<file path="src/rtl/pkt_inj_enc_pkg.sv">
// pkt_inj_enc_pkg: flit type codes, address widths, node count and FSM states shared with the routers
package pkt_inj_enc_pkg;
    localparam int NODES   = 20;
    localparam int UADDR_W = 5;
    localparam int MADDR_W = 20;
    typedef enum logic [1:0] {FT_NONE = 2'b00, FT_HEAD = 2'b01, FT_BODY = 2'b10, FT_TAIL = 2'b11} ftype_e;
    typedef enum logic [1:0] {IDLE, HEAD, BODY} state_e;
endpackage

</file>
<file path="src/rtl/pkt_inj_enc_mask.sv">
// mask_enc: classifies a destination mask as empty, single-node or multi-node and encodes its set bit
module mask_enc
    import pkt_inj_enc_pkg::*;
(
    input  logic [MADDR_W-1:0] mask,
    output logic               is_zero,
    output logic               is_single,
    output logic [UADDR_W-1:0] idx
);
    assign is_zero   = mask == '0;
    assign is_single = !is_zero && ((mask & (mask - MADDR_W'(1))) == '0);
    always_comb begin
        idx = '0;
        for (int i = 0; i < NODES; i++) if (mask[i]) idx = UADDR_W'(i);
    end
endmodule

</file>
<file path="src/rtl/pkt_inj_enc.sv">
// pkt_inj_enc: turns destination requests plus payload words into head/body/tail flits for the router
module pkt_inj_enc
    import pkt_inj_enc_pkg::*;
#(
    parameter int MY_XPOS = 0,
    parameter int MY_YPOS = 0,
    parameter int PKTLEN  = 4
) (
    input  logic               clk,
    input  logic               rst,
    input  logic               req_valid,
    output logic               req_ready,
    input  logic [MADDR_W-1:0] req_dst,
    input  logic               pay_valid,
    output logic               pay_ready,
    input  logic [31:0]        pay_data,
    output logic               out_valid,
    input  logic               out_ready,
    output logic [1:0]         out_ftype,
    output logic               out_um,
    output logic [UADDR_W-1:0] out_addr0,
    output logic [MADDR_W-1:0] out_addr1,
    output logic [31:0]        out_data,
    output logic               err_drop,
    output logic [15:0]        pkt_cnt
);
    localparam int MY_POS = MY_XPOS * 4 + MY_YPOS;
    localparam int CW     = $clog2(PKTLEN + 1);

    state_e              state_q, state_d;
    logic [CW-1:0]       cnt_q, cnt_d;
    logic                out_valid_q, out_valid_d;
    ftype_e              out_ftype_q, out_ftype_d;
    logic                out_um_q, out_um_d;
    logic [UADDR_W-1:0]  out_addr0_q, out_addr0_d;
    logic [MADDR_W-1:0]  out_addr1_q, out_addr1_d;
    logic [31:0]         out_data_q, out_data_d;
    logic                err_drop_q, err_drop_d;
    logic [15:0]         pkt_cnt_q, pkt_cnt_d;
    logic [MADDR_W-1:0]  masked;
    logic                is_zero, is_single;
    logic [UADDR_W-1:0]  idx;

    assign masked = req_dst & ~(MADDR_W'(1) << MY_POS);

    mask_enc u_mask_enc (.mask(masked), .is_zero(is_zero), .is_single(is_single), .idx(idx));

    assign req_ready = !rst && state_q == IDLE;
    // once the tail is loaded the counter sits at PKTLEN and further payload is refused
    assign pay_ready = !rst && state_q == BODY && cnt_q != CW'(PKTLEN) && (!out_valid_q || out_ready);

    always_comb begin
        state_d     = state_q;
        cnt_d       = cnt_q;
        out_valid_d = out_valid_q;
        out_ftype_d = out_ftype_q;
        out_um_d    = out_um_q;
        out_addr0_d = out_addr0_q;
        out_addr1_d = out_addr1_q;
        out_data_d  = out_data_q;
        err_drop_d  = 1'b0;
        pkt_cnt_d   = pkt_cnt_q;
        unique case (state_q)
            IDLE: if (req_valid && req_ready) begin
                if (is_zero) begin
                    err_drop_d = 1'b1;
                end else begin
                    state_d     = HEAD;
                    out_valid_d = 1'b1;
                    out_ftype_d = FT_HEAD;
                    out_um_d    = !is_single;
                    out_addr0_d = is_single ? idx : '0;
                    out_addr1_d = is_single ? '0 : masked;
                    out_data_d  = '0;
                end
            end
            HEAD: if (out_ready) begin
                state_d     = BODY;
                cnt_d       = CW'(1);
                out_valid_d = 1'b0;
                out_ftype_d = FT_NONE;
                out_um_d    = 1'b0;
                out_addr0_d = '0;
                out_addr1_d = '0;
            end
            BODY: begin
                if (out_valid_q && out_ready) begin
                    out_valid_d = 1'b0;
                    out_ftype_d = FT_NONE;
                    out_data_d  = '0;
                    if (out_ftype_q == FT_TAIL) begin
                        state_d   = IDLE;
                        cnt_d     = '0;
                        pkt_cnt_d = pkt_cnt_q + 16'd1;
                    end
                end
                if (pay_valid && pay_ready) begin
                    out_valid_d = 1'b1;
                    out_ftype_d = cnt_q == CW'(PKTLEN - 1) ? FT_TAIL : FT_BODY;
                    out_data_d  = pay_data;
                    cnt_d       = cnt_q + CW'(1);
                end
            end
            default: state_d = IDLE;
        endcase
    end

    always_ff @(posedge clk) begin
        if (rst) begin
            state_q     <= IDLE;
            cnt_q       <= '0;
            out_valid_q <= 1'b0;
            out_ftype_q <= FT_NONE;
            out_um_q    <= 1'b0;
            out_addr0_q <= '0;
            out_addr1_q <= '0;
            out_data_q  <= '0;
            err_drop_q  <= 1'b0;
            pkt_cnt_q   <= '0;
        end else begin
            state_q     <= state_d;
            cnt_q       <= cnt_d;
            out_valid_q <= out_valid_d;
            out_ftype_q <= out_ftype_d;
            out_um_q    <= out_um_d;
            out_addr0_q <= out_addr0_d;
            out_addr1_q <= out_addr1_d;
            out_data_q  <= out_data_d;
            err_drop_q  <= err_drop_d;
            pkt_cnt_q   <= pkt_cnt_d;
        end
    end

    assign out_valid = out_valid_q;
    assign out_ftype = out_ftype_q;
    assign out_um    = out_um_q;
    assign out_addr0 = out_addr0_q;
    assign out_addr1 = out_addr1_q;
    assign out_data  = out_data_q;
    assign err_drop  = err_drop_q;
    assign pkt_cnt   = pkt_cnt_q;
endmodule

</file>
<file path="config.mk">
export PLATFORM = sky130hd
export DESIGN_NAME = pkt_inj_enc
export DESIGN_NICKNAME = d
export VERILOG_FILES = /design/src/rtl/pkt_inj_enc_pkg.sv /design/src/rtl/pkt_inj_enc_mask.sv /design/src/rtl/pkt_inj_enc.sv
export SDC_FILE = /design/constraint.sdc
export NUM_CORES = 1
export LEC_CHECK = 0
export CAP_MARGIN = 0
export CORE_MARGIN = 4
export CORE_UTILIZATION = 49
export CTS_BUF_LIST = sky130_fd_sc_hd__clkbuf_4 sky130_fd_sc_hd__clkbuf_8 sky130_fd_sc_hd__clkbuf_16
export DETAILED_ROUTE_END_ITERATION = 12
export GPL_TIMING_DRIVEN = 0
export PLACE_DENSITY = 0.86
export SYNTH_ARGS = -nofsm -noshare
export SYNTH_HDL_FRONTEND = slang
export SYNTH_SLANG_ARGS = --single-unit
</file>
<file path="constraint.sdc">
create_clock -name clk -period 5.3 [get_ports clk]
set_input_delay 1.06 -clock clk [delete_from_list [all_inputs] [get_ports clk]]
set_output_delay 1.06 -clock clk [all_outputs]
set_load 0.03 [all_outputs]
</file>
==> flow_summary.yaml, run 1 <==
run_status:
  status: "finished, final reports clean"
global_route:
  gr-total-overflow: 0
  grt_max_degree: 14
  grt_pass1_wl_mm: 16.62
  grtUsageTotal_pct: 21.03
  grt_pass1_vias: 3578
  antenna_found_initial: 0
timing:
  skew_ps: 8.409
  final.setup.tns_ps: 0
  final-setup-viol-count: 0
  relSlewSlack_pct: 56.16
  min_period_over_period_pct: 71.63
  worstMarginPinSlew_ps: 656.4
  rsz0062_at_grt: "false"
  hold_viol_final: 0
  final-max-slew-violation-count: 0
  min_period_ps: 3797
  fmax_mhz: 263.4
logic_synthesis:
  ys_seq_area_share_pct: 42.13
  ys_seq_elements: 82
  synth_top_cell_by_area: "dfxtp_1"
  async_reset_ff_share_pct: 0
  syn-cell-area_um2: 3896
  synth.area.top_cells: "dfxtp_1, mux2i_1, nor2_1, and2_1, a22o_1"
  yosysTopAreaCellShare_pct: 42.13
  synthesis.nets: 477
  synthDistinctLibCells: 56
  ys_warn_count: 0
  syn_inst: 411
  syn_avg_cell_area_um2: 9.480
  synth_edf_count: 0
  synth_ff_type: "dfxtp_1"
critical_path:
  worstPathArrival_ps: 2740
  crit_type: "in -> out"
  ff2ff_setup_slack_ps: 2790
  r2r_cells: 8
  worst_setup_path_start_kind: "input pin"
  crit_path_max_fanout: 5
  cp.required_ps: 4240
  crit_path_end_kind: "output pin"
die:
  core_um2: 7727
  die-area_um2: 9442
  initial_utilization_pct: 50.42
  ios: 137
  die_y_um: 97.17
  die_w_um: 97.17
  fp-row-count: 32
clock_tree:
  cts-htree-levels: 3
  cts_resized: 0
  cts_root_buf: "clkbuf_8"
  path_clk_slew_ps: 80
  postCtsSetupBuffers: 0
  holdBufCountCts: 0
  cts.sinks: 82
  cts_tree: "done"
  cts_made_buffers: 9
  clk_latency_ps: 350
  cts.path.max_buffers: 2
cells_and_area:
  nets: 620
  final_util_pct: 72.05
  area_delta_synth_final_pct: 42.90
  drive_gt1_share_pct: 6.619
  fillers: 587
  n_antenna_cell: 0
  final_area_um2: 5568
min_path:
  hold_class: "reg -> reg"
  whs_path_depth: 1
pwr:
  powerDensity_nw_per_um2: 305.6
  p_seq_share_pct: 40.2
  ir_drop_uv: 160.8
  power.net_switching_mw: 0.5321
  pwr-share-comb_pct: 30.1
  power_frac_clock_pct: 29.6
  swShare_pct: 31.27
  p_leak_nw: 2.069
  p_int_mw: 1.170
drt:
  dr_total_vias: 3483
  wire_per_inst_um: 15.18
  drtIter0Drc: 84
  routed_wl_mm: 10.04
  dr.pass1.iters: 4
  drt-vias-per-instance: 5.269
  drtAntennaViolNets: 0
  drcViolationCount: 0
placed_design:
  dpl.hpwl_mm: 7.739
  routabilityCongestion: 0.8839
  placement.io_buffers: 132
  dpl-instance-area_um2: 5345
job:
  maxCapViolCount: 0
[cell usage after synthesis, drive strengths merged, types with 2 or more instances]
| library cell | number |
|---|---|
| and2b | 2 |
| and2 | 34 |
| nand2b | 4 |
| nand4 | 7 |
| o31ai | 2 |
| a21oi | 9 |
| mux2i | 35 |
| a211oi | 3 |
| nor2b | 6 |
| inv | 10 |
| clkbuf | 13 |
| a32o | 4 |
| nor3 | 8 |
| or3 | 2 |
| dfxtp | 82 |
| a2111oi | 4 |
| nand3 | 7 |
| ha | 9 |
| and4 | 3 |
| buf | 10 |
| o21bai | 2 |
| a31oi | 4 |
| a21o | 2 |
| xnor2 | 3 |
| and3 | 4 |
| a22o | 19 |
| maj3 | 4 |
| nor2 | 72 |
| nand2 | 13 |
| o21ai | 5 |
| nor4 | 4 |
| xor2 | 12 |
[path summary, 6_finish.rpt]
path                       end  startpoint
hold / removal          out_um      out_um
setup / recovery     pay_ready   out_ready
hold reg to reg         out_um      out_um
setup reg to reg  out_ftype[1]  state_q[0]
[cells by family (layout without fill, tap and decap cells)]
group                    count (synthesis)  count (layout)  share of synthesized area, %
AO/OA/AOI/OAI                           64              64                         14.42
XOR/XNOR                                15              15                         3.372
adder cells (fa/ha/maj)                 13              13                         3.918
buffers and inverters                   33             181                         4.657
flip-flops                              82              82                         42.13
multiplexers                            35              35                         8.992
other                                    1               1                       0.09625
AND/OR/NAND/NOR                        168             168                         22.41
[through the flow]
| step | setup slack (ps) | power [mW] | hold WS, ps | cells |
|---|---|---|---|---|
| 2_1_floorplan | 2070 | 1.035 | 479.6 | 411 |
| 4_1_cts | 1520 | 1.715 | 479.5 | 661 |
| 3_3_place_gp | 1549 | 1.197 | 436.0 | 645 |
| 5_1_grt | 1436 | 1.787 | 493.4 | 661 |
| 3_5_place_dp | 1536 | 1.212 | 457.3 | 645 |
| 6_report | 1503 | 1.702 | 469.0 | 661 |
[registers in the layout, indices dropped and copies added, names as in the netlist]
signal / flops
cnt_q: 3
out_ftype: 2
out_valid: 1
state_q: 2
out_addr1: 19
err_drop: 1
pkt_cnt: 16
out_addr0: 5
out_um: 1
out_data: 32
[final cells by class]
class | count | area (µm²) | area share, %
Sequential cell | 82 | 1642 | 29.48
Clock buffer | 12 | 146.4 | 2.629
Inverter | 10 | 37.54 | 0.6742
Timing Repair Buffer | 132 | 1321 | 23.73
Multi-Input combinational cell | 296 | 2073 | 37.24
Buffer | 23 | 143.9 | 2.584
Clock inverter | 4 | 76.32 | 1.371
Tap cell | 102 | 127.6 | 2.292
[placed cells by master (no fill, tap or decap), drive strengths merged, types with 10 or more instances in the layout]
master,Yosys,layout
a22o,19,19
nor2,72,72
and2,34,34
nand2,13,13
dfxtp,82,82
mux2i,35,35
buf,10,10
inv,10,10
clkdlybuf4s50,0,132
xor2,12,12
clkbuf,13,25
[worst max-delay path: stages]
cell and delay, ps:
clkdlybuf4s50_1 550, nor2b_1 120, a211oi_1 270, clkdlybuf4s50_1 740
[power by group through the flow]
| stage | Clock, mW | Combinational [mW] | Sequential, mW |
|---|---|---|---|
| floorplan | 0 | 0.286 | 0.749 |
| global placement | 0 | 0.502 | 0.695 |
| detailed placement | 0 | 0.514 | 0.698 |
| CTS | 0.515 | 0.516 | 0.684 |
| global route | 0.543 | 0.554 | 0.690 |
| finish | 0.504 | 0.513 | 0.685 |
[routing by layer]
metal	vias to the layer above	track usage, %	routed length, µm
met5	-	0	0
li1	1722	-	-
met3	18	8.040	958
met4	0	7.667	185
met1	1601	23.66	4163
met2	142	36.09	4728
No activity file was read; power rests on OpenSTA's default activity.
==> inputs of run 2 (changes only) <==
- CORE_UTILIZATION: 49 -> 45
- PLACE_DENSITY: 0.86 -> 0.8
- clock period: 5.3 -> 3.6 ns (I/O delays scaled with it)
==> run 2 against run 1 <==
Effect of this change: sequential cell count did not move; register-to-register slack got worse by 1600 ps; via count fell by 1.1%; wire length fell by 2.6%; combinational power rose by 46%; power rose by 41%; critical endpoint unchanged; highest routed layer unchanged.
==> flow_summary.yaml, run 2 (synthesized netlist as in run 1, its figures left out) <==
pwr:
  totalPowerFinal_mw: 2.401
  ir_drop_uv: 230.6
  powerDensity_nw_per_um2: 433.7
  p_leak_nw: 2.053
clock_tree:
  cts_made_buffers: 9
  cts_tree: "done"
  postCtsSetupBuffers: 0
  holdBufCountCts: 0
  cts-htree-levels: 3
  cts.sinks: 82
  cts_resized: 0
  cts_root_buf: "clkbuf_8"
  clk_latency_ps: 350
  path_clk_slew_ps: 80
  cts.path.max_buffers: 2
drt:
  dr.pass1.iters: 5
  drt-vias-per-instance: 5.198
  dr_total_vias: 3446
  drcViolationCount: 0
  wire_per_inst_um: 14.75
  routed_wl_mm: 9.776
  drtIter0Drc: 106
  drtAntennaViolNets: 0
critical_path:
  worstPathArrival_ps: 2350
  crit_path_max_fanout: 5
  crit_type: "in -> out"
  worst_setup_path_start_kind: "input pin"
  cp.required_ps: 2880
  crit_path_end_kind: "output pin"
cells_and_area:
  final_util_pct: 66.71
  nets: 620
  fillers: 674
  n_antenna_cell: 0
  mostFrequentLayoutCells: "clkdlybuf4s50_1, dfxtp_1, nor2_1, mux2i_1, and2_1"
  drive_gt1_share_pct: 6.452
  final_area_um2: 5537
  final_common_cell: "clkdlybuf4s50_1"
  area_delta_synth_final_pct: 42.10
  largest_reg_flops: 32
  instances_no_fill: 663
die:
  die_y_um: 101.1
  core_um2: 8299
  die-area_um2: 10210
  fp-row-count: 33
  initial_utilization_pct: 46.95
  die_w_um: 101.1
  ios: 137
timing:
  min_period_ps: 3072
  final.setup.tns_ps: 0
  final-setup-viol-count: 0
  rsz0062_at_grt: "false"
  final-max-slew-violation-count: 0
  worstMarginPinSlew_ps: 672.0
  hold_viol_final: 0
  min_period_over_period_pct: 85.35
  fmax_mhz: 325.5
  skew_ps: 8.578
  relSlewSlack_pct: 54.79
global_route:
  grt_use_met1_pct: 23.67
  grt_pass1_vias: 3496
  antenna_found_initial: 0
  grtUsageTotal_pct: 19.47
  gr-max-usage-layer: "met2"
  gr-usage-met2_pct: 31.29
  grt_pass1_wl_mm: 16.17
  grt_max_degree: 14
  gr-total-overflow: 0
  use_met3_pct: 6.990
min_path:
  hold_class: "reg -> reg"
placed_design:
  placed_cells: 648
  dpl-instance-area_um2: 5349
  dpl.hpwl_mm: 7.462
  placement.io_buffers: 132
  routabilityCongestion: 0.8740
job:
  maxCapViolCount: 0
run_status:
  status: "finished, final reports clean"
run 2: cell types whose count changed in the layout (fill, tap and decap cells not counted), sizes merged:
cell	before	now
clkinv	1	3
clkbuf	25	23
bufinv	2	1
run 2: where the power goes:
part           switching, mW  total [mW]  internal (mW)  leakage, nW
registers             0.0404        1.00          0.963        0.663
clock network          0.323       0.647          0.323       0.0955
logic                  0.408       0.751          0.343         1.29
total                  0.772        2.40           1.63         2.05
run 2: per-layer routing:
layer / routed length [µm] / vias to the layer above
met5: 0 / -
met4: 163 / 0
met3: 947 / 18
met2: 4326 / 136
met1: 4339 / 1574
li1: - / 1718
run 2: path summary, 6_finish.rpt:
check | startpoint | end | slack, ps | depth (start not counted)
setup / recovery | out_ready | pay_ready | 530 | 4
hold / removal | out_um | out_um | 470 | 1
setup reg to reg | state_q[0] | out_ftype[0] | 1150 | 8
hold reg to reg | out_um | out_um | 470 | 1
run 2: metrics by stage:
stage               worst slack, ps  hold WS [ps]
floorplan                     823.4         479.6
global placement              391.4         438.5
detailed placement            312.0         448.5
CTS                           529.7         469.3
global route                  461.6         481.7
finish                        527.5         468.4
run 2: area by class of cell:
class / instances / area (µm²) / area share, %
buffer: 23 / 143.9 / 2.599
clock inverter: 5 / 56.30 / 1.017
timing repair buffer: 132 / 1321 / 23.86
sequential: 82 / 1642 / 29.65
tap: 105 / 131.4 / 2.373
inverter: 10 / 37.54 / 0.6780
clock buffer: 10 / 131.4 / 2.373
multi-input combinational: 296 / 2073 / 37.45
run 2: worst max-delay path, stage by stage:
cell and delay, ps:
clkdlybuf4s50_1 540, nor2b_1 110, a211oi_1 240, clkdlybuf4s50_1 740
==> inputs of run 3 (changes only) <==
- CORE_UTILIZATION: 45 -> 41
- PLACE_DENSITY: 0.8 -> 0.77
- SETUP_SLACK_MARGIN: unset -> 0.05
- clock period: 3.6 -> 2.6 ns (I/O delays scaled with it)
==> run 3 against run 2 <==
Effect of this change: worst setup slack lost 380 ps; final cell count grew 4.2%; first-iteration DRC count shrank 17%; non-clock buffer count grew 4; count of clock-buffer cells in the layout is the same; critical path depth grew 4; clock power grew 41%; sequential power grew 39%; critical path type is now in -> reg; sequential cell count is the same; final area grew 1.9%.
==> flow_summary.yaml, run 3 (synthesized netlist as in run 1, its figures left out) <==
critical_path:
  crit_slowest_cell: "clkdlybuf4s50_1"
  crit_type: "in -> reg"
  worstPathArrival_ps: 2730
  worst-path-buf-inv: 2
  crit_family: "buffers and inverters"
  crit_path_max_fanout: 10
  critical_path.max_stage_delay_ps: 640
  path_cells: "clkdlybuf4s50_1 > nor4_4 > and2_1 > a41o_4 > or3_2 > a31oi_2 > buf_6 > a22o_1"
  crit_path_end_kind: "flop"
  cp.required_ps: 2880
  worst_setup_path_start_kind: "input pin"
clock_tree:
  path_clk_slew_ps: 80
  cts_tree: "done"
  holdBufCountCts: 0
  cts_root_buf: "clkbuf_8"
  cts.sinks: 82
  cts.path.max_buffers: 2
  cts_made_buffers: 9
  cts-htree-levels: 3
  clk_latency_ps: 340
drt:
  routed_wl_mm: 10.01
  wire_per_inst_um: 14.49
  drcViolationCount: 0
  drtAntennaViolNets: 0
  dr.pass1.iters: 4
  dr_total_vias: 3478
  drt-vias-per-instance: 5.033
  drtIter0Drc: 88
die:
  core_um2: 9240
  fp-row-count: 35
  initial_utilization_pct: 42.17
  die-area_um2: 11130
  ios: 137
  die_w_um: 105.5
  die_y_um: 105.5
global_route:
  grt_max_degree: 14
  grt_pass1_wl_mm: 16.71
  grt_pass1_vias: 3551
  gr-total-overflow: 0
  grtUsageTotal_pct: 17.96
  antenna_found_initial: 0
timing:
  fmax_mhz: 408.5
  worstMarginPinSlew_ps: 544.7
  setup_ws_ps: 152.1
  min_period_ps: 2448
  rsz0062_at_grt: "true"
  min_period_over_period_pct: 94.15
  final-max-slew-violation-count: 0
  hold_viol_final: 0
  final-setup-viol-count: 0
  skew_ps: 6.279
  relSlewSlack_pct: 63.40
  hold-worst-slack_ps: 464.4
cells_and_area:
  nets: 624
  fillers: 806
  mostFrequentLayoutCells: "clkdlybuf4s50_1, dfxtp_1, nor2_1, mux2i_1, and2_1"
  final_common_cell: "clkdlybuf4s50_1"
  n_antenna_cell: 0
  area_delta_synth_final_pct: 44.73
  drive_gt1_share_pct: 7.829
  largest_reg_flops: 32
pwr:
  power.net_switching_mw: 1.087
  pwr-share-comb_pct: 31.8
  p_int_mw: 2.291
  swShare_pct: 32.18
  power_frac_clock_pct: 27.0
  powerDensity_nw_per_um2: 598.9
  ir_drop_uv: 294.0
  p_leak_nw: 2.113
  p_seq_share_pct: 41.3
  totalPowerFinal_mw: 3.378
placed_design:
  routabilityCongestion: 0.8451
  dpl.hpwl_mm: 7.653
  placement.io_buffers: 132
  dp_slack_ps: -479.7
min_path:
  hold_class: "reg -> reg"
job:
  maxCapViolCount: 0
run_status:
  status: "finished, final reports clean"
[run 3: repair_timing]
item / 4_1_cts / 5_1_grt
resized for setup: 6 / 6
setup endpoints to repair: 60 / 62
buffers inserted: 2 / 2
pin swaps: 1 / 2
[run 3: worst paths after layout]
path | start | end | slack [ps] | cells past startpoint
setup / recovery | req_dst[9] | out_addr1[8] | 150 | 8
hold / removal | out_um | out_um | 460 | 1
setup reg to reg | state_q[0] | out_data[18] | 240 | 9
hold reg to reg | out_um | out_um | 460 | 1
[run 3: metal layers]
| metal | GRT usage (%) | wire length [µm] | share of wire, % |
|---|---|---|---|
| met5 | 0 | 0 | 0 |
| met4 | 5.155 | 59 | 0.59 |
| met3 | 6.185 | 937 | 9.4 |
| met2 | 30.10 | 4602 | 46 |
| met1 | 21.77 | 4414 | 44 |
[run 3: cell type report]
class	count	area [µm²]	share of cell area, %
buffer	23	143.9	2.552
clock buffer	10	137.6	2.441
clock inverter	5	55.05	0.9763
inverter	10	37.54	0.6656
multi-input combinational	296	2108	37.39
sequential	82	1642	29.11
tap	129	161.4	2.862
timing repair buffer	136	1354	24.01
[run 3: through the flow]
step / setup TNS (ps) / utilization (%) / cell area, µm² / cells
finish: 0 / 61.03 / 5639 / 691
global route: 0 / 61.03 / 5639 / 691
CTS: 0 / 60.64 / 5603 / 689
detailed placement: -26210 / 58.24 / 5381 / 672
global placement: -24780 / 58.24 / 5381 / 672
floorplan: 0 / - / 3899 / 411
[run 3: power groups by stage]
stage	sequential [mW]	combinational, mW	clock [mW]
after floorplan	1.53	0.585	0
after global placement	1.42	1.03	0
after detailed placement	1.42	1.05	0
after CTS	1.39	1.07	0.947
after global routing	1.41	1.16	0.994
final	1.39	1.07	0.911
